File: config.mk
export PLATFORM = sky130hd
export DESIGN_NAME = tawas_regfile
export DESIGN_NICKNAME = d
export VERILOG_FILES = /design/src/rtl/tawas_regfile.sv
export SDC_FILE = /design/constraint.sdc
export NUM_CORES = 2
export LEC_CHECK = 0
export BUFFER_PORTS_ARGS = -buffer_cell sky130_fd_sc_hd__buf_2
export CORE_MARGIN = 2
export CORE_UTILIZATION = 45
export DETAILED_ROUTE_END_ITERATION = 8
export GPL_ROUTABILITY_DRIVEN = 0
export PLACE_DENSITY = 0.64
export SLEW_MARGIN = 20
export SYNTH_ARGS = -nofsm -noshare
export SYNTH_HDL_FRONTEND = slang
export SYNTH_SLANG_ARGS = --single-unit
File: constraint.sdc
create_clock -name CLK -period 31.3 [get_ports CLK]
set_clock_uncertainty 0.2 [all_clocks]
set_input_delay 4.695 -clock CLK [delete_from_list [all_inputs] [get_ports CLK]]
set_output_delay 4.695 -clock CLK [all_outputs]
set_load 0.02 [all_outputs]
File: src/rtl/tawas_regfile.sv
// Tawas dual-slice register file: two banks of eight 32-bit registers. Load
// write-backs that lose the bank write port to the AU wait in a per-bank queue.
module tawas_regfile #(
    parameter int PEND_DEPTH = 2
) (
    input  logic        CLK,
    input  logic        RST,
    input  logic        SLICE,
    input  logic [2:0]  AU_RA_SEL,
    output logic [31:0] AU_RA,
    input  logic [2:0]  AU_RB_SEL,
    output logic [31:0] AU_RB,
    input  logic        AU_RC_VLD,
    input  logic [2:0]  AU_RC_SEL,
    input  logic [31:0] AU_RC,
    input  logic [2:0]  LS_RD_SEL,
    output logic [31:0] LS_RD,
    input  logic        LS_RC_VLD,
    input  logic        LS_RC_SLICE,
    input  logic [2:0]  LS_RC_SEL,
    input  logic [31:0] LS_RC,
    output logic        LS_RC_RDY
);
    localparam int unsigned DEPTH = PEND_DEPTH;
    localparam int unsigned CW    = $clog2(DEPTH + 1);

    logic [31:0]   regs    [2][8];
    logic          q_vld   [2][DEPTH];
    logic [2:0]    q_sel   [2][DEPTH];
    logic [31:0]   q_dat   [2][DEPTH];
    logic [CW-1:0] q_cnt   [2];

    logic          q_vld_n [2][DEPTH];
    logic [2:0]    q_sel_n [2][DEPTH];
    logic [31:0]   q_dat_n [2][DEPTH];
    logic [CW-1:0] q_cnt_n [2];
    logic [CW-1:0] tail    [2];
    logic          wr_en   [2];
    logic [2:0]    wr_sel  [2];
    logic [31:0]   wr_dat  [2];
    logic          bank_au [2];
    logic          bank_ls [2];
    logic          pop     [2];
    logic          direct  [2];
    logic          push    [2];

    assign LS_RC_RDY = (q_cnt[0] < CW'(DEPTH)) && (q_cnt[1] < CW'(DEPTH));

    always_comb begin
        bank_au[0] = AU_RC_VLD &  SLICE;
        bank_au[1] = AU_RC_VLD & ~SLICE;
        bank_ls[0] = LS_RC_VLD & LS_RC_RDY & ~LS_RC_SLICE;
        bank_ls[1] = LS_RC_VLD & LS_RC_RDY &  LS_RC_SLICE;
        for (int unsigned b = 0; b < 2; b++) begin
            pop[b]     = !bank_au[b] && (q_cnt[b] != '0);
            direct[b]  = bank_ls[b] && !bank_au[b] && (q_cnt[b] == '0);
            push[b]    = bank_ls[b] && !direct[b];
            tail[b]    = q_cnt[b] - CW'(pop[b]);
            q_cnt_n[b] = tail[b] + CW'(push[b]);

            // One array write per bank: AU, then queue drain, then direct load.
            wr_en[b]  = 1'b0;
            wr_sel[b] = '0;
            wr_dat[b] = '0;
            if (bank_au[b]) begin
                wr_en[b]  = 1'b1;
                wr_sel[b] = AU_RC_SEL;
                wr_dat[b] = AU_RC;
            end else if (pop[b]) begin
                wr_en[b]  = q_vld[b][0];
                wr_sel[b] = q_sel[b][0];
                wr_dat[b] = q_dat[b][0];
            end else if (direct[b]) begin
                wr_en[b]  = 1'b1;
                wr_sel[b] = LS_RC_SEL;
                wr_dat[b] = LS_RC;
            end

            // Kill is applied to pre-edge entries before the push, so a load
            // pushed alongside a same-index AU write survives.
            for (int unsigned e = 0; e < DEPTH; e++) begin
                int unsigned nxt;
                nxt = (e + 1 < DEPTH) ? e + 1 : e;
                if (pop[b]) begin
                    q_vld_n[b][e] = (e + 1 < DEPTH) && q_vld[b][nxt];
                    q_sel_n[b][e] = q_sel[b][nxt];
                    q_dat_n[b][e] = q_dat[b][nxt];
                end else begin
                    q_vld_n[b][e] = q_vld[b][e] &&
                                    !(bank_au[b] && (q_sel[b][e] == AU_RC_SEL));
                    q_sel_n[b][e] = q_sel[b][e];
                    q_dat_n[b][e] = q_dat[b][e];
                end
                if (push[b] && (CW'(e) == tail[b])) begin
                    q_vld_n[b][e] = 1'b1;
                    q_sel_n[b][e] = LS_RC_SEL;
                    q_dat_n[b][e] = LS_RC;
                end
            end
        end
    end

    // Youngest valid queued entry overrides the array value.
    always_comb begin
        AU_RA = regs[SLICE][AU_RA_SEL];
        AU_RB = regs[SLICE][AU_RB_SEL];
        LS_RD = regs[SLICE][LS_RD_SEL];
        for (int unsigned e = 0; e < DEPTH; e++) begin
            if (q_vld[SLICE][e]) begin
                if (q_sel[SLICE][e] == AU_RA_SEL) AU_RA = q_dat[SLICE][e];
                if (q_sel[SLICE][e] == AU_RB_SEL) AU_RB = q_dat[SLICE][e];
                if (q_sel[SLICE][e] == LS_RD_SEL) LS_RD = q_dat[SLICE][e];
            end
        end
    end

    always_ff @(posedge CLK or posedge RST) begin
        if (RST) begin
            for (int unsigned b = 0; b < 2; b++) begin
                q_cnt[b] <= '0;
                for (int unsigned i = 0; i < 8; i++) regs[b][i] <= '0;
                for (int unsigned e = 0; e < DEPTH; e++) begin
                    q_vld[b][e] <= 1'b0;
                    q_sel[b][e] <= '0;
                    q_dat[b][e] <= '0;
                end
            end
        end else begin
            for (int unsigned b = 0; b < 2; b++) begin
                if (wr_en[b]) regs[b][wr_sel[b]] <= wr_dat[b];
                q_cnt[b] <= q_cnt_n[b];
                for (int unsigned e = 0; e < DEPTH; e++) begin
                    q_vld[b][e] <= q_vld_n[b][e];
                    q_sel[b][e] <= q_sel_n[b][e];
                    q_dat[b][e] <= q_dat_n[b][e];
                end
            end
        end
    end

endmodule
### Word-level counts from Yosys, hierarchy flattened

Index checks and enable logic that the tools add are counted.

* logic and storage cells: 181
* memory bits (read-only): 0
* flip-flop bits (word level): 660
* memories: 0
* bits in writable memories: 0
* latch bits: 0
* bits of input ports: 85
* output and inout port bits: 97

* order comparisons: 10
* divide/modulo/power cells: 0
* $mul: 0
* shift operators: 0
* add/sub/neg operators: 4
* mux-type cells: 73
* reduce and logical (&&, ||, !) cells: 39
* equality and inequality tests: 12
* bitwise operators: 13

Operators by type and width (number)
* 2-to-1 mux 32 bit: 30
* 2-to-1 mux 256 bit: 3
* bitwise mux 256 bit: 2
* binary-select mux 32 bit (select 3 bit): 3
* demux 32 bit (select 3 bit): 2
* 2-to-1 mux 64 bit: 3
* == test 3 bit: 10
* 2-to-1 mux 3 bit: 10
* logical AND 1 bit: 23
* >= comparator 4 bit (second input constant): 5
* NOT 3 -> 4 bit: 5
* 2-to-1 mux 6 bit: 3
* 2-to-1 mux 1 bit: 14
* logical NOT 1 bit: 8
* logical NOT 2 bit: 4
* < comparator 4 x 1 -> 1 bit (second input constant): 2
* nonzero test 2 bit: 4
* 2-to-1 mux 2 bit: 3
* bitwise AND 1 bit: 5
* adder 2 x 1 -> 2 bit: 2
* == test 1 x 2 -> 1 bit (first input constant): 2
* < comparator 2 bit (second input constant): 2
* subtractor 2 x 1 -> 2 bit: 2
* >= comparator 2 bit (second input constant): 1
* other kinds (2): 3

### Longest topological paths before layout

* depth in word-level cells: 15
* gate-level depth with buffers: 12
* mapped depth without buffers: 8

### Worst setup path before layout

Ideal clock, no wire load.

* path kind: input-to-output
* start point: input port LS_RD_SEL[2]
* end point: output port LS_RD[29]
* path slack: 19.628 ns
* data required time: 26.405 ns
* arrival: 6.777 ns
* stages on the path: 7
* cells stage by stage: clkbuf_1 buf_2 buf_1 mux4_2 mux4_2 a41oi_1 o22ai_1

* longest elaborated chain between the ends: 8
* elaborated cells between the ends (all ways): 10
* classes of those cells: eq/ne: 2; mux: 7; bitwise: 1

RTL lines
* start, declared: RTL line 16 `input logic [2:0] LS_RD_SEL,`
* NOT 3 -> 4 bit (implied by the code): RTL line 107 `LS_RD = regs[SLICE][LS_RD_SEL];`
* binary-select mux 32 bit (select 3 bit): RTL line 107
* 2-to-1 mux 32 bit (implied by the code) (2 in series): RTL line 107
* 2-to-1 mux 32 bit: RTL line 112 `if (q_sel[SLICE][e] == LS_RD_SEL) LS_RD = q_dat[SLICE][e];`
* 2-to-1 mux 32 bit: RTL line 109 `if (q_vld[SLICE][e]) begin`
* 2-to-1 mux 32 bit: RTL line 112
* 2-to-1 mux 32 bit *: RTL line 109
* end, declared: RTL line 17 `output logic [31:0] LS_RD,`

Mark *: on every way between the ends. The rest lies on a longest branch, timed or not. The select of a mux whose other input is x is not followed.

### Worst setup path after layout

* start point: input port SLICE
* end point: output port AU_RB[8]

* longest elaborated chain between the ends: 11
* elaborated cells between the ends (all ways): 22
* classes of those cells: eq/ne: 2; mux: 19; bitwise: 1

RTL lines
* start, declared: RTL line 8 `input logic SLICE,`
* NOT 1 -> 2 bit (implied by the code) *: RTL line 106, 109, 111
* 2-to-1 mux 256 bit (implied by the code) (3 in series): RTL line 106 `AU_RB = regs[SLICE][AU_RB_SEL];`
* binary-select mux 32 bit (select 3 bit): RTL line 106
* 2-to-1 mux 32 bit (implied by the code) (2 in series): RTL line 106
* 2-to-1 mux 32 bit: RTL line 111 `if (q_sel[SLICE][e] == AU_RB_SEL) AU_RB = q_dat[SLICE][e];`
* 2-to-1 mux 32 bit: RTL line 109
* 2-to-1 mux 32 bit: RTL line 111
* 2-to-1 mux 32 bit *: RTL line 109
* end, declared: RTL line 12 `output logic [31:0] AU_RB,`

Marked as above.

==> summary.txt <==
Global routing
  – Congestion Overflow GR: 0
  – Number of global-route vias before repair: 32095
  – Initial antenna violation count: 18
  – Largest net degree at the start of global routing: 171
  – First-pass GRT wire length: 219000 um
  – GRT Resource Usage Total: 32.8%

Yosys
  – Post-synthesis sequential area ratio: 40.9%
  – Most common flop cell mapped by yosys: dfrtp_1
  – Post-synthesis area per instance: 13.1 um2
  – Total number of yosys warnings: 0
  – Number of synthesized flops with an enable pin: 0
  – Register bit total from synthesis: 660
  – Post-Syn Nets: 3165
  – Post-Syn Area: 40300 um2
  – Gate Count Post-Synth: 3076
  – Count of cell types in the netlist: 57
  – Async S/R FF share, synth: 100%

STA
  – Period minus WS final: 13.59 ns
  – RSZ-0062 raised after global routing: false
  – Slew Limit Fails: 0
  – Least-Margin Pin Slew: 1.18 ns
  – Fin crit share: 43.4%
  – Max Fclk: 73.6 MHz
  – Worst slew margin: 21.2%
  – Final Hold Viols: 0
  – Setup TNS Final: 0 ns
  – Final setup viols: 0

Placement
  – IO buf count: 181
  – Cell count after placement: 4187
  – Placement Cell Area: 42200 um2
  – HPWL Detailed: 86800 um

Setup path
  – CP Capture Type: primary output
  – CP Class: in -> out
  – Crit start category: primary input
  – CP Max Fanout: 170
  – Worst Path Arrival: 8.69 ns
  – Worst Path Required: 26.41 ns
  – Worst r2r dst: regs[423]
  – R2R cell count: 7
  – FF-to-FF setup slack: 26.67 ns
  – Reg-to-Reg Start: q_cnt[3]

Final layout
  – Non-filler instance count after layout: 4336
  – Area growth, synth to finish: 11.7%
  – Nets@finish: 3192
  – Share of cells above drive strength 1: 42.4%
  – Final Cell Area: 45000 um2
  – Fillers: 7435
  – Finished Core Util: 50.8%
  – Most frequent cells in the layout: 660 x dfrtp_1, 517 x mux2_2, 385 x mux4_2
  – Most common cell after layout, fill and taps aside: dfrtp_1

Drt
  – Drt total wl: 152000 um
  – Remaining DRCs: 0
  – First-pass detailed-route iteration total: 9
  – Via/cell ratio: 7.37
  – Vias: 31940
  – WL/cell: 35.1 um
  – Iter 0 DRT Violations: 4457
  – Metal-1 WL: 54700 um
  – Top layer in use: met5
  – WL met2: 67400 um
  – Routed Antenna Nets: 0
  – Routed length on met3: 20200 um

Hold path
  – Worst Hold End: q_dat[2]
  – Hold_sp: q_dat[2]
  – Hold Path Class: reg -> reg
  – Hold path cells: 1

Clock tree
  – Post-CTS resize count: 0
  – Setup Buffers After CTS: 0
  – CTS sink cnt: 660
  – Clk slew on worst S/H paths: 0.06 ns
  – CTS tree: built
  – H-Tree Depth: 3
  – Worst-skew pair later-pin latency: 0.67 ns
  – Hold Buf Count CTS: 0
  – CTS Root Cell: clkbuf_16
  – Worst-case clock buffer depth: 3
  – CTS buffer count: 78

Power
  – IR drop worst, VDD: 0.0000544 V
  – PD cells: 96.1 nW/um2
  – Pleak: 0.0189 uW

Floorplanning
  – Cell row count: 109
  – DIE WIDTH: 303 um
  – Full die area: 92000 um2
  – Die Height: 303 um
  – Top Ports: 182
  – Starting Density: 45.5%
  – Core Area: 88600 um2

Job
  – Max-Cap Viols: 0

Run status
  – Status: complete, no violations
[where the power goes]
part	total (uW)	switching [uW]	internal, uW
Sequential	1590	365	1220
Combinational	1730	864	867
Clock	1010	395	613
Total	4330	1620	2700
[critical path, stage by stage]
cell and delay (ns):
buf_8 0.28, buf_16 0.42, buf_12 0.73, buf_4 0.95, mux4_2 0.62, a22oi_1 0.16
and3_1 0.24, o22ai_1 0.10, buf_2 0.20
[how the worst max path moves through the flow]
stage	slack (ns)	to	from
global placement	17.81	AU_RA[2]	SLICE
detailed placement	17.68	AU_RB[8]	SLICE
global route	17.47	AU_RB[8]	SLICE
finish	17.71	AU_RB[8]	SLICE
floorplan	7.91	q_cnt[0]	RST
CTS	17.67	AU_RB[8]	SLICE
[cells by family (layout without fill, tap and decap cells)]
| logic type | count (synthesis) | count (layout) | share of synthesized area (%) |
|---|---|---|---|
| XOR/XNOR | 37 | 37 | 0.803 |
| buffers and inverters | 311 | 399 | 3.42 |
| AND/OR/NAND/NOR | 442 | 442 | 5.22 |
| adder cells (fa/ha/maj) | 4 | 4 | 0.124 |
| flip-flops | 660 | 660 | 40.9 |
| multiplexers | 1041 | 1041 | 39.6 |
| AO/OA/AOI/OAI | 581 | 581 | 9.90 |
| other | 0 | 7 | 0 |
[per-layer routing]
layer,vias up,GRT usage [%]
met3,631,10.1
met2,2628,48.4
met5,-,0
met1,16455,42.9
li1,12208,-
met4,18,19.2
[flip-flops by register name, summed over array words and instances (netlist names)]
name   cells
regs     512
q_vld      4
q_sel     12
q_cnt      4
q_dat    128
[synth_stat cells (all sizes together), types with 3 or more instances]
library cell  instances  area share (%)
clkbuf              171             1.6
ha                    4            0.12
mux4                385              21
buf                 130             1.7
and3                 95             1.5
nand3                16            0.24
nor2b                 9            0.14
a21oi                37            0.46
nor2                210             2.0
a211o                 3           0.065
o22a                 32            0.69
dfrtp               660              41
nor3                 10            0.28
a31o                  5            0.11
o22ai                99             1.5
nand2b                3           0.047
nand2                81            0.76
mux2i                74             1.8
xor2                 18            0.39
and2                  4           0.062
o21ai               101             1.3
inv                  10           0.093
nand4                 4           0.062
or3                   3           0.047
xnor2                19            0.41
a221oi               65             1.4
mux2                582              16
a22oi               186             3.5
a31oi                40            0.62
[area by class of cell]
type	instances	area, um2	share of cell area [%]
multi-input cells	2105	22700	50.4
flip-flops and latches	660	16500	36.7
clock buffers	100	2200	4.87
repair buffers	248	1490	3.32
well taps	1165	1460	3.24
clock inverters	41	633	1.41
inverters	10	50.0	0.111
diodes	7	17.5	0.0389
[metrics by stage]
step,hold WS (ns),power [uW],setup WS [ns]
2_1_floorplan,0.280,2710,7.91
3_3_place_gp,0.301,3160,17.81
3_5_place_dp,0.317,3270,17.68
4_1_cts,0.330,4280,17.67
5_1_grt,0.349,4490,17.47
6_report,0.329,4330,17.71
Note: power is estimated with default switching activity, not from simulation.
